--- src/rtl/osc_bank_mixer.sv ---
`default_nettype none
// ============================================================================
// osc_bank_mixer: time-multiplexed oscillator bank, one shared datapath
// evaluating N_CH channels per sample tick, mixed and scaled by 1/N_CH.
// Rev 1.0
// ============================================================================
module osc_bank_mixer #(
  parameter int N_CH  = 4,
  parameter int FCW_W = 24,
  localparam int CH_W = $clog2(N_CH)
) (
  input  logic              i_clk,
  input  logic              i_rst_n,
  input  logic              i_sample_tick,
  input  logic              i_cfg_we,
  input  logic [CH_W-1:0]   i_cfg_ch,
  input  logic [1:0]        i_cfg_sel,
  input  logic [FCW_W-1:0]  i_cfg_data,
  output logic [15:0]       o_data,
  output logic              o_valid,
  output logic              o_busy,
  output logic              o_overrun
);

  localparam logic [15:0] c_LFSR_SEED = 16'hACE1;
  localparam logic [15:0] c_LFSR_TAPS = 16'hB400;
  localparam int          c_SUM_W     = 16 + CH_W;

  typedef enum logic [1:0] {
    ST_IDLE = 2'd0,
    ST_RUN  = 2'd1,
    ST_OUT  = 2'd2
  } state_t;

  state_t r_state;
  state_t w_state_next;

  logic [2:0]        r_sh_wave  [N_CH];
  logic [FCW_W-1:0]  r_sh_fcw   [N_CH];
  logic [15:0]       r_sh_phase [N_CH];
  logic [15:0]       r_sh_amp   [N_CH];
  logic [2:0]        w_sh_wave  [N_CH];
  logic [FCW_W-1:0]  w_sh_fcw   [N_CH];
  logic [15:0]       w_sh_phase [N_CH];
  logic [15:0]       w_sh_amp   [N_CH];
  logic [2:0]        r_act_wave [N_CH];
  logic [FCW_W-1:0]  r_act_fcw  [N_CH];
  logic [15:0]       r_act_phase[N_CH];
  logic [15:0]       r_act_amp  [N_CH];
  logic [FCW_W-1:0]  r_acc      [N_CH];

  logic [CH_W-1:0]          r_ch;
  logic [15:0]              r_lfsr;
  logic signed [c_SUM_W-1:0] r_sum;
  logic [15:0]              r_data;
  logic                     r_valid;
  logic                     r_overrun;

  logic [FCW_W-1:0]   w_acc_cur;
  logic [15:0]        w_a;
  logic [15:0]        w_tri_t;
  logic [15:0]        w_wave;
  logic signed [32:0] w_wave_x;
  logic signed [32:0] w_amp_x;
  logic signed [32:0] w_prod;
  logic signed [15:0] w_scaled;
  logic [15:0]        w_lfsr_next;

  // Shadow view including this cycle's cfg write, so a write coincident with
  // an accepted tick lands in the active copy.
  always_comb begin
    for (int i = 0; i < N_CH; i++) begin
      w_sh_wave[i]  = r_sh_wave[i];
      w_sh_fcw[i]   = r_sh_fcw[i];
      w_sh_phase[i] = r_sh_phase[i];
      w_sh_amp[i]   = r_sh_amp[i];
    end
    if (i_cfg_we) begin
      case (i_cfg_sel)
        2'd0:    w_sh_wave[i_cfg_ch]  = i_cfg_data[2:0];
        2'd1:    w_sh_fcw[i_cfg_ch]   = i_cfg_data;
        2'd2:    w_sh_phase[i_cfg_ch] = i_cfg_data[15:0];
        default: w_sh_amp[i_cfg_ch]   = i_cfg_data[15:0];
      endcase
    end
  end

  always_comb begin
    w_acc_cur   = r_acc[r_ch];
    w_a         = w_acc_cur[FCW_W-1 -: 16] + r_act_phase[r_ch];
    w_tri_t     = {w_a[14:0], 1'b0};
    w_lfsr_next = {1'b0, r_lfsr[15:1]} ^ (r_lfsr[0] ? c_LFSR_TAPS : 16'h0000);
    case (r_act_wave[r_ch])
      3'd1:    w_wave = w_a ^ 16'h8000;
      3'd2:    w_wave = w_a[15] ? 16'h8001 : 16'h7FFF;
      3'd3:    w_wave = w_a[15] ? (~w_tri_t ^ 16'h8000) : (w_tri_t ^ 16'h8000);
      3'd4:    w_wave = r_lfsr;
      default: w_wave = 16'h0000;
    endcase
    w_wave_x = {{17{w_wave[15]}}, w_wave};
    w_amp_x  = {17'd0, r_act_amp[r_ch]};
    w_prod   = w_wave_x * w_amp_x;
    w_scaled = 16'(w_prod >>> 16);
  end

  always_comb begin
    w_state_next = r_state;
    case (r_state)
      ST_IDLE: if (i_sample_tick) w_state_next = ST_RUN;
      ST_RUN:  if (r_ch == CH_W'(N_CH - 1)) w_state_next = ST_OUT;
      ST_OUT:  w_state_next = ST_IDLE;
      default: w_state_next = ST_IDLE;
    endcase
  end

  always_ff @(posedge i_clk) begin
    if (!i_rst_n) r_state <= ST_IDLE;
    else          r_state <= w_state_next;
  end

  always_ff @(posedge i_clk) begin
    if (!i_rst_n) begin
      for (int i = 0; i < N_CH; i++) begin
        r_sh_wave[i]   <= '0;
        r_sh_fcw[i]    <= '0;
        r_sh_phase[i]  <= '0;
        r_sh_amp[i]    <= '0;
        r_act_wave[i]  <= '0;
        r_act_fcw[i]   <= '0;
        r_act_phase[i] <= '0;
        r_act_amp[i]   <= '0;
        r_acc[i]       <= '0;
      end
      r_ch      <= '0;
      r_lfsr    <= c_LFSR_SEED;
      r_sum     <= '0;
      r_data    <= 16'h8000;
      r_valid   <= 1'b0;
      r_overrun <= 1'b0;
    end else begin
      r_valid <= 1'b0;
      for (int i = 0; i < N_CH; i++) begin
        r_sh_wave[i]  <= w_sh_wave[i];
        r_sh_fcw[i]   <= w_sh_fcw[i];
        r_sh_phase[i] <= w_sh_phase[i];
        r_sh_amp[i]   <= w_sh_amp[i];
      end
      if (i_sample_tick && (r_state != ST_IDLE)) r_overrun <= 1'b1;
      case (r_state)
        ST_IDLE: begin
          if (i_sample_tick) begin
            for (int i = 0; i < N_CH; i++) begin
              r_act_wave[i]  <= w_sh_wave[i];
              r_act_fcw[i]   <= w_sh_fcw[i];
              r_act_phase[i] <= w_sh_phase[i];
              r_act_amp[i]   <= w_sh_amp[i];
            end
            r_sum <= '0;
            r_ch  <= '0;
          end
        end
        ST_RUN: begin
          r_acc[r_ch] <= w_acc_cur + r_act_fcw[r_ch];
          r_lfsr      <= w_lfsr_next;
          r_sum       <= r_sum + {{CH_W{w_scaled[15]}}, w_scaled};
          r_ch        <= r_ch + CH_W'(1);
        end
        ST_OUT: begin
          r_data  <= 16'(r_sum >>> CH_W) ^ 16'h8000;
          r_valid <= 1'b1;
        end
        default: ;
      endcase
    end
  end

  assign o_data    = r_data;
  assign o_valid   = r_valid;
  assign o_busy    = (r_state != ST_IDLE);
  assign o_overrun = r_overrun;

endmodule
`default_nettype wire

--- config.mk ---
export PLATFORM = sky130hd
export DESIGN_NAME = osc_bank_mixer
export DESIGN_NICKNAME = d
export VERILOG_FILES = /design/src/rtl/osc_bank_mixer.sv
export SDC_FILE = /design/constraint.sdc
export NUM_CORES = 2
export LEC_CHECK = 0
export ABC_AREA = 1
export CAP_MARGIN = 30
export CORE_MARGIN = 3
export CORE_UTILIZATION = 45
export DETAILED_ROUTE_END_ITERATION = 8
export GPL_ROUTABILITY_DRIVEN = 0
export PLACE_DENSITY = 0.59
export SLEW_MARGIN = 30
export SYNTH_ARGS = -nofsm -noshare
export SYNTH_HDL_FRONTEND = slang
export SYNTH_SLANG_ARGS = --single-unit
--- constraint.sdc ---
create_clock -name i_clk -period 12.1 [get_ports i_clk]
set_input_delay 3.63 -clock i_clk [delete_from_list [all_inputs] [get_ports i_clk]]
set_output_delay 3.63 -clock i_clk [all_outputs]
set_load 0.01 [all_outputs]
-- Yosys cells after proc, flatten, opt, wreduce, memory -nomap -nowiden
Memory sizes are Yosys's and may differ from the RTL's. A register that Yosys moved wholly into a read port is not among the register bits.
Index checks and enable logic that the tools add are counted.
- output and inout port bits: 19
- register bits after elaboration: 56
- memories: 9
- word-level logic and storage cells: 167
- bits in writable memories: 568
- bits of input ports: 32
- latch bits: 0
- ROM bits: 0
- add/subtract/negate cells: 4
- eq/ne operators: 11
- bitwise gates (word level): 39
- div/mod/pow operators: 0
- reduce and logical (&&, ||, !) cells: 10
- multiplexer cells: 84
- $mul: 1
- shift-type cells: 0
- order comparisons: 2
- memories (memory ; depth ; bits a word ; rd ports ; clocked after Yosys merged registers in ; wr ports ; RTL line ; RTL):
    r_acc ; 4 ; 24 ; 1 ; 1 ; 4 ; 50 ; logic [FCW_W-1:0] r_acc [N_CH];
    r_act_fcw ; 4 ; 24 ; 1 ; 1 ; 4 ; 47 ; logic [FCW_W-1:0] r_act_fcw [N_CH];
    r_sh_fcw ; 4 ; 24 ; 4 ; 0 ; 4 ; 39 ; logic [FCW_W-1:0] r_sh_fcw [N_CH];
    r_act_amp ; 4 ; 16 ; 1 ; 1 ; 4 ; 49 ; logic [15:0] r_act_amp [N_CH];
    r_act_phase ; 4 ; 16 ; 1 ; 1 ; 4 ; 48 ; logic [15:0] r_act_phase[N_CH];
    r_sh_amp ; 4 ; 16 ; 4 ; 0 ; 4 ; 41 ; logic [15:0] r_sh_amp [N_CH];
    3 more memories ; - ; - ; - ; - ; - ; - ;
- operators with widths (operator ; number):
    $mux W16 ; 20
    $mux W64 ; 4
    $mux W24 ; 10
    $mux W96 ; 2
    $bwmux W64 ; 2
    $bwmux W96 ; 1
    $pmux W16 S4 ; 1
    $demux W24 S2 ; 1
    $pmux W18 S2 ; 1
    $demux W16 S2 ; 1
    $mul A16 B17 Y32 ; 1
    $or A1 B1 Y1 ; 32
    $mux W2 ; 14
    $mux W3 ; 9
    $add A24 B24 Y24 ; 1
    $mux W12 ; 2
    $reduce_or A24 Y1 ; 1
    $add A18 B18 Y18 ; 1
    $mux W18 ; 1
    $add A16 B16 Y16 ; 1
    $not A16 Y16 ; 1
    $xor A15 B16 Y16 ; 1
    $bwmux W12 ; 1
    $mux W1 ; 11
    other kinds (18) ; 31

-- Longest topological paths before layout
- depth in word-level cells: 9
- gate-level depth with buffers: 60
- mapped depth without buffers: 54

-- Least setup slack after synthesis
OpenSTA, ideal clock, no wires.
- path kind: reg2reg
- start point: register (tool-made name)
- end point: register r_sum[16]
- period minus slack after synthesis: 9.903 ns
- setup time: 0.132 ns
- data arrival time: 9.771 ns
- path buffers: 6
- required time: 11.968 ns
- cell stages (with the launch flop): 57
- path slack: 2.197 ns
- cells stage by stage: dfxtp_1 > buf_4 > buf_2 > clkbuf_1 > clkbuf_1 > clkbuf_1 > o21ai_0 > o22ai_1 > ha_1 > nand3_1 > nand3_1 > nand2_1 > nand2_1 > nand2_1 > nand2_1 > nand2_4 > nand2_4 > inv_1 > [21 not listed] > a21oi_1 > o21ai_0 > a21oi_1 > xnor2_1 > ha_1 > fa_1 > inv_1 > o31ai_1 > nand3_1 > o2111ai_1 > a21o_1 > a21oi_1 > nor2_1 > nor2_1 > o21bai_1 > a21oi_1 > o21ai_0 > a21oi_1
- RTL lines (what ; RTL line ; RTL):
    end signal: assignment ; 165 ; r_sum <= r_sum + {{CH_W{w_scaled[15]}}, w_scaled};
    end: declaration ; 54 ; logic signed [c_SUM_W-1:0] r_sum;

==> qor.tcl <==
set qor(cts_tree) {done}
set qor(slew_headroom) 0.320
set qor(synth.lib_cells_used.distinct) 57
set qor(final_hpwl_from_detailed_placement_mm) 68.4
set qor(setup_repair_after_global_routing_missed_its_margin) {no}
set qor(drtIter0Drc) 2433
set qor(clk_path_buf_depth) 3
set qor(area.growth.synth_to_final_pct) 10.1
set qor(cp_data_arrival_time_ns) 11.31
set qor(drtAntennaViolNets) 0
set qor(floorplan.io_pins) 51
set qor(fillCellCount) 7448
set qor(cp.required_ns) 12.57
set qor(crit_path_top_delay_cell) {sky130_fd_sc_hd__o2111ai_2}
set qor(clock_latency_ns) 0.67
set qor(core.rowCount) 102
set qor(clkTransAtPathRegs_ns) 0.06
set qor(htree_levels) 2
set qor(min-delay-start) {o_data[15]}
set qor(p_leak_nw) 17.4
set qor(crit_fanout) 68
set qor(ir_worst_vdd_mv) 0.408
set qor(numCtsBuffers) 61
set qor(number_of_antenna_violations_at_the_first_check_in_global_routing) 1
set qor(finish.utilization) 0.505
set qor(ctsRootBufferMaster) {sky130_fd_sc_hd__clkbuf_16}
set qor(globalRoute.totalOverflow) 0
set qor(result_of_the_run) {finished clean}
set qor(drv.max_cap_violation_count) 0
set qor(post-cts-setup-buffers) 0
set qor(max_freq_mhz) 92.3
set qor(initial_utilization) 0.459
set qor(dpl-instance-area_um2) 37500
set qor(synth_enable_flop_cells) 332
set qor(synth_area_um2) 35900
set qor(post_synth_main_area_contributors) {sky130_fd_sc_hd__edfxtp_1 28%, sky130_fd_sc_hd__dfxtp_1 16%, sky130_fd_sc_hd__fa_1 11%, sky130_fd_sc_hd__nor2_1 9.7%, sky130_fd_sc_hd__ha_1 5.9%}
set qor(synth_warnings) 0
set qor(worst_r2r_endpoint) {r_sum[16]}
set qor(grt_usage) 0.249
set qor(hold_path_class) {flip-flop to flip-flop}
set qor(yosys.area.top_type_share) 0.278
set qor(maximum_number_of_pins_on_one_net_before_global_route_repair) 172
set qor(synth.net_count) 4452
set qor(viasPerCell) 5.44
set qor(worst_path_class_setup) {flip-flop to flip-flop}
set qor(worstHoldPathCells) 2
set qor(fp.dieW_um) 288
set qor(ys.flop_type) {sky130_fd_sc_hd__edfxtp_1}
set qor(timing.critical_path.to_type) {flip-flop}
set qor(n_antenna_cell) 0
set qor(timing.final.max_slew_violations) 0
set qor(timing.reg2reg.worst_path_depth) 52
set qor(timing.clock.skew_ns) 0.0835
set qor(grt_first_pass_wirelength_mm) 159
set qor(first_global_vias) 27300
set qor(ys_ff_latch) 626
set qor(pwr_density_cell_nw_per_um2) 273
set qor(ys_top_cells_by_count) {929 x sky130_fd_sc_hd__nor2_1, 517 x sky130_fd_sc_hd__inv_1, 490 x sky130_fd_sc_hd__nand2_1}
set qor(avgSynthCellArea_um2) 8.86
set qor(drt_pre_antenna_iters) 6
set qor(post_cts_resize_count) 0
set qor(io_buffers) 50
set qor(tightestPinTransition_ns) 1.02
set qor(report.final.setup_viol) 0
set qor(placement.setup.worst_slack_ns) 1.33
set qor(cpMostUsedCell) {sky130_fd_sc_hd__nand2_1}
set qor(cts_num_sinks) 626
set qor(regToRegSetupSlack_ns) 1.27
set qor(synthCells) 4054
set qor(layout-drive-gt1-share) 0.0642
set qor(total_power_mw) 10.8
set qor(post-route-drc-count) 0
set qor(post-route-period-util) 0.895
set qor(hold-path-endpoint) {o_data[15]}
set qor(num-nets-final) 4428
set qor(dieArea_um2) 83200
set qor(post_cts_hold_buffer_count) 0
set qor(synth_seq_area_share) 0.442
set qor(cpPeakStageDelay_ns) 0.66
set qor(coreArea_um2) 78200
set qor(routed_wl_per_cell_um) 20.1
set qor(finalCriticalPeriod_ns) 10.83
set qor(crit_path_start_kind) {flip-flop}
set qor(detailroute.via_count) 27900
set qor(timing_hold_violations_final) 0
set qor(synthArstFlopShare) 0
set qor(worst_slack_ns) 1.27
set qor(finalInstanceArea_um2) 39500
set qor(finalWirelength_mm) 103
set qor(synth_top_area_cell) {sky130_fd_sc_hd__edfxtp_1}
set qor(synth_most_common_cell) {sky130_fd_sc_hd__nor2_1}
set qor(die_h_um) 288
set qor(setup_total_negative_slack_ns) 0
==> worst max-delay path: cells and delay by family (launching register included) <==
| kind | cells | cell delay [ns] |
|---|---|---|
| buffers and inverters | 9 | 1.47 |
| AND/OR/NAND/NOR | 20 | 2.18 |
| flip-flops | 1 | 0.36 |
| adder cells (fa/ha/maj) | 9 | 3.82 |
| AO/OA/AOI/OAI | 13 | 2.60 |
| XOR/XNOR | 1 | 0.17 |
==> layer usage <==
metal,wire [µm],global-route usage,vias to the layer above
met2,47800,0.409,879
met5,0,0,-
met3,6540,0.0290,171
met4,3100,0.0756,0
li1,-,-,13300
met1,45300,0.346,13600
==> worst max-delay path by stage <==
stage               from   endpoint  slack (ns)  cells past startpoint
2_1_floorplan  flip-flop  r_sum[16]        2.20                     56
3_3_place_gp   flip-flop  r_sum[16]        1.32                     46
3_5_place_dp   flip-flop  r_sum[17]        1.33                     47
4_1_cts        flip-flop  r_sum[17]        1.25                     47
5_1_grt        flip-flop  r_sum[16]        0.29                     49
6_report       flip-flop  r_sum[16]        1.27                     52
==> report_power, final <==
group	switching, mW	internal, mW	leakage, nW
Combinational	4.24	2.33	10.5
Clock	0.838	1.01	0.949
Sequential	0.0433	2.35	5.94
==> sequential cells by signal, indices dropped and copies added (netlist names), named ones only <==
name,flops
r_sh_fcw,96
r_lfsr,16
r_ch,2
r_sh_phase,64
r_act_amp,64
r_act_phase,64
r_sh_amp,64
o_overrun,1
r_act_fcw,96
r_sh_wave,12
r_acc,96
r_state,2
o_valid,1
o_data,16
r_act_wave,12
r_sum,18
==> placed cells by master, fill, tap and decap left out, types with 6 or more instances in the layout <==
master                            synthesis  layout
sky130_fd_sc_hd__nor2_1                 929     925
sky130_fd_sc_hd__inv_1                  517     515
sky130_fd_sc_hd__nand2_1                490     484
sky130_fd_sc_hd__edfxtp_1               332     332
sky130_fd_sc_hd__dfxtp_1                294     292
sky130_fd_sc_hd__a22oi_1                208     208
sky130_fd_sc_hd__fa_1                   196     196
sky130_fd_sc_hd__o21ai_0                188     188
sky130_fd_sc_hd__ha_1                   170     170
sky130_fd_sc_hd__a21oi_1                123     123
sky130_fd_sc_hd__o22ai_1                 70      69
sky130_fd_sc_hd__clkbuf_16                0      63
sky130_fd_sc_hd__nand3_1                 54      54
sky130_fd_sc_hd__buf_4                    1      54
sky130_fd_sc_hd__or2_2                   50      50
sky130_fd_sc_hd__clkdlybuf4s50_1          0      50
sky130_fd_sc_hd__xor2_1                  25      25
sky130_fd_sc_hd__mux2i_1                 24      24
sky130_fd_sc_hd__nor3_1                  23      21
sky130_fd_sc_hd__clkinv_2                 0      16
sky130_fd_sc_hd__clkinv_1                 5      15
sky130_fd_sc_hd__a32oi_1                 14      14
sky130_fd_sc_hd__xnor2_1                 14      14
sky130_fd_sc_hd__clkbuf_1               172      14
sky130_fd_sc_hd__nand2_2                  9      13
sky130_fd_sc_hd__nor4_1                  12      12
sky130_fd_sc_hd__a31oi_1                 11      11
sky130_fd_sc_hd__nand4_1                 11      11
sky130_fd_sc_hd__a21o_1                  10      10
sky130_fd_sc_hd__inv_2                   10       8
sky130_fd_sc_hd__nand2_4                  4       6
sky130_fd_sc_hd__o2111ai_1                7       6
==> per-stage QoR <==
stage / hold slack, ns / cells
after floorplan: 0.449 / 4054
after detailed placement: 0.472 / 5005
after CTS: 0.481 / 5120
after global placement: 0.451 / 5004
final: 0.476 / 5122
after global routing: 0.511 / 5122
==> logic make-up after synthesis <==
kind of cell	Yosys count	share of synthesized area
AO/OA/AOI/OAI	672	0.118
XOR/XNOR	39	0.00951
adder cells (fa/ha/maj)	366	0.169
buffers and inverters	731	0.0771
flip-flops	626	0.442
multiplexers	24	0.00669
AND/OR/NAND/NOR	1596	0.179
==> cell type report <==
cell class                 instances  area, µm²  area share
multi-input combinational       2697      17300       0.439
sequential                       626      15900       0.401
inverter                         532       2010      0.0509
clock buffer                      82       1700      0.0430
tap                             1040       1300      0.0329
timing repair buffer             112       1060      0.0268
clock inverter                    33        253     0.00639
Note: power is estimated with default switching activity, not from simulation.
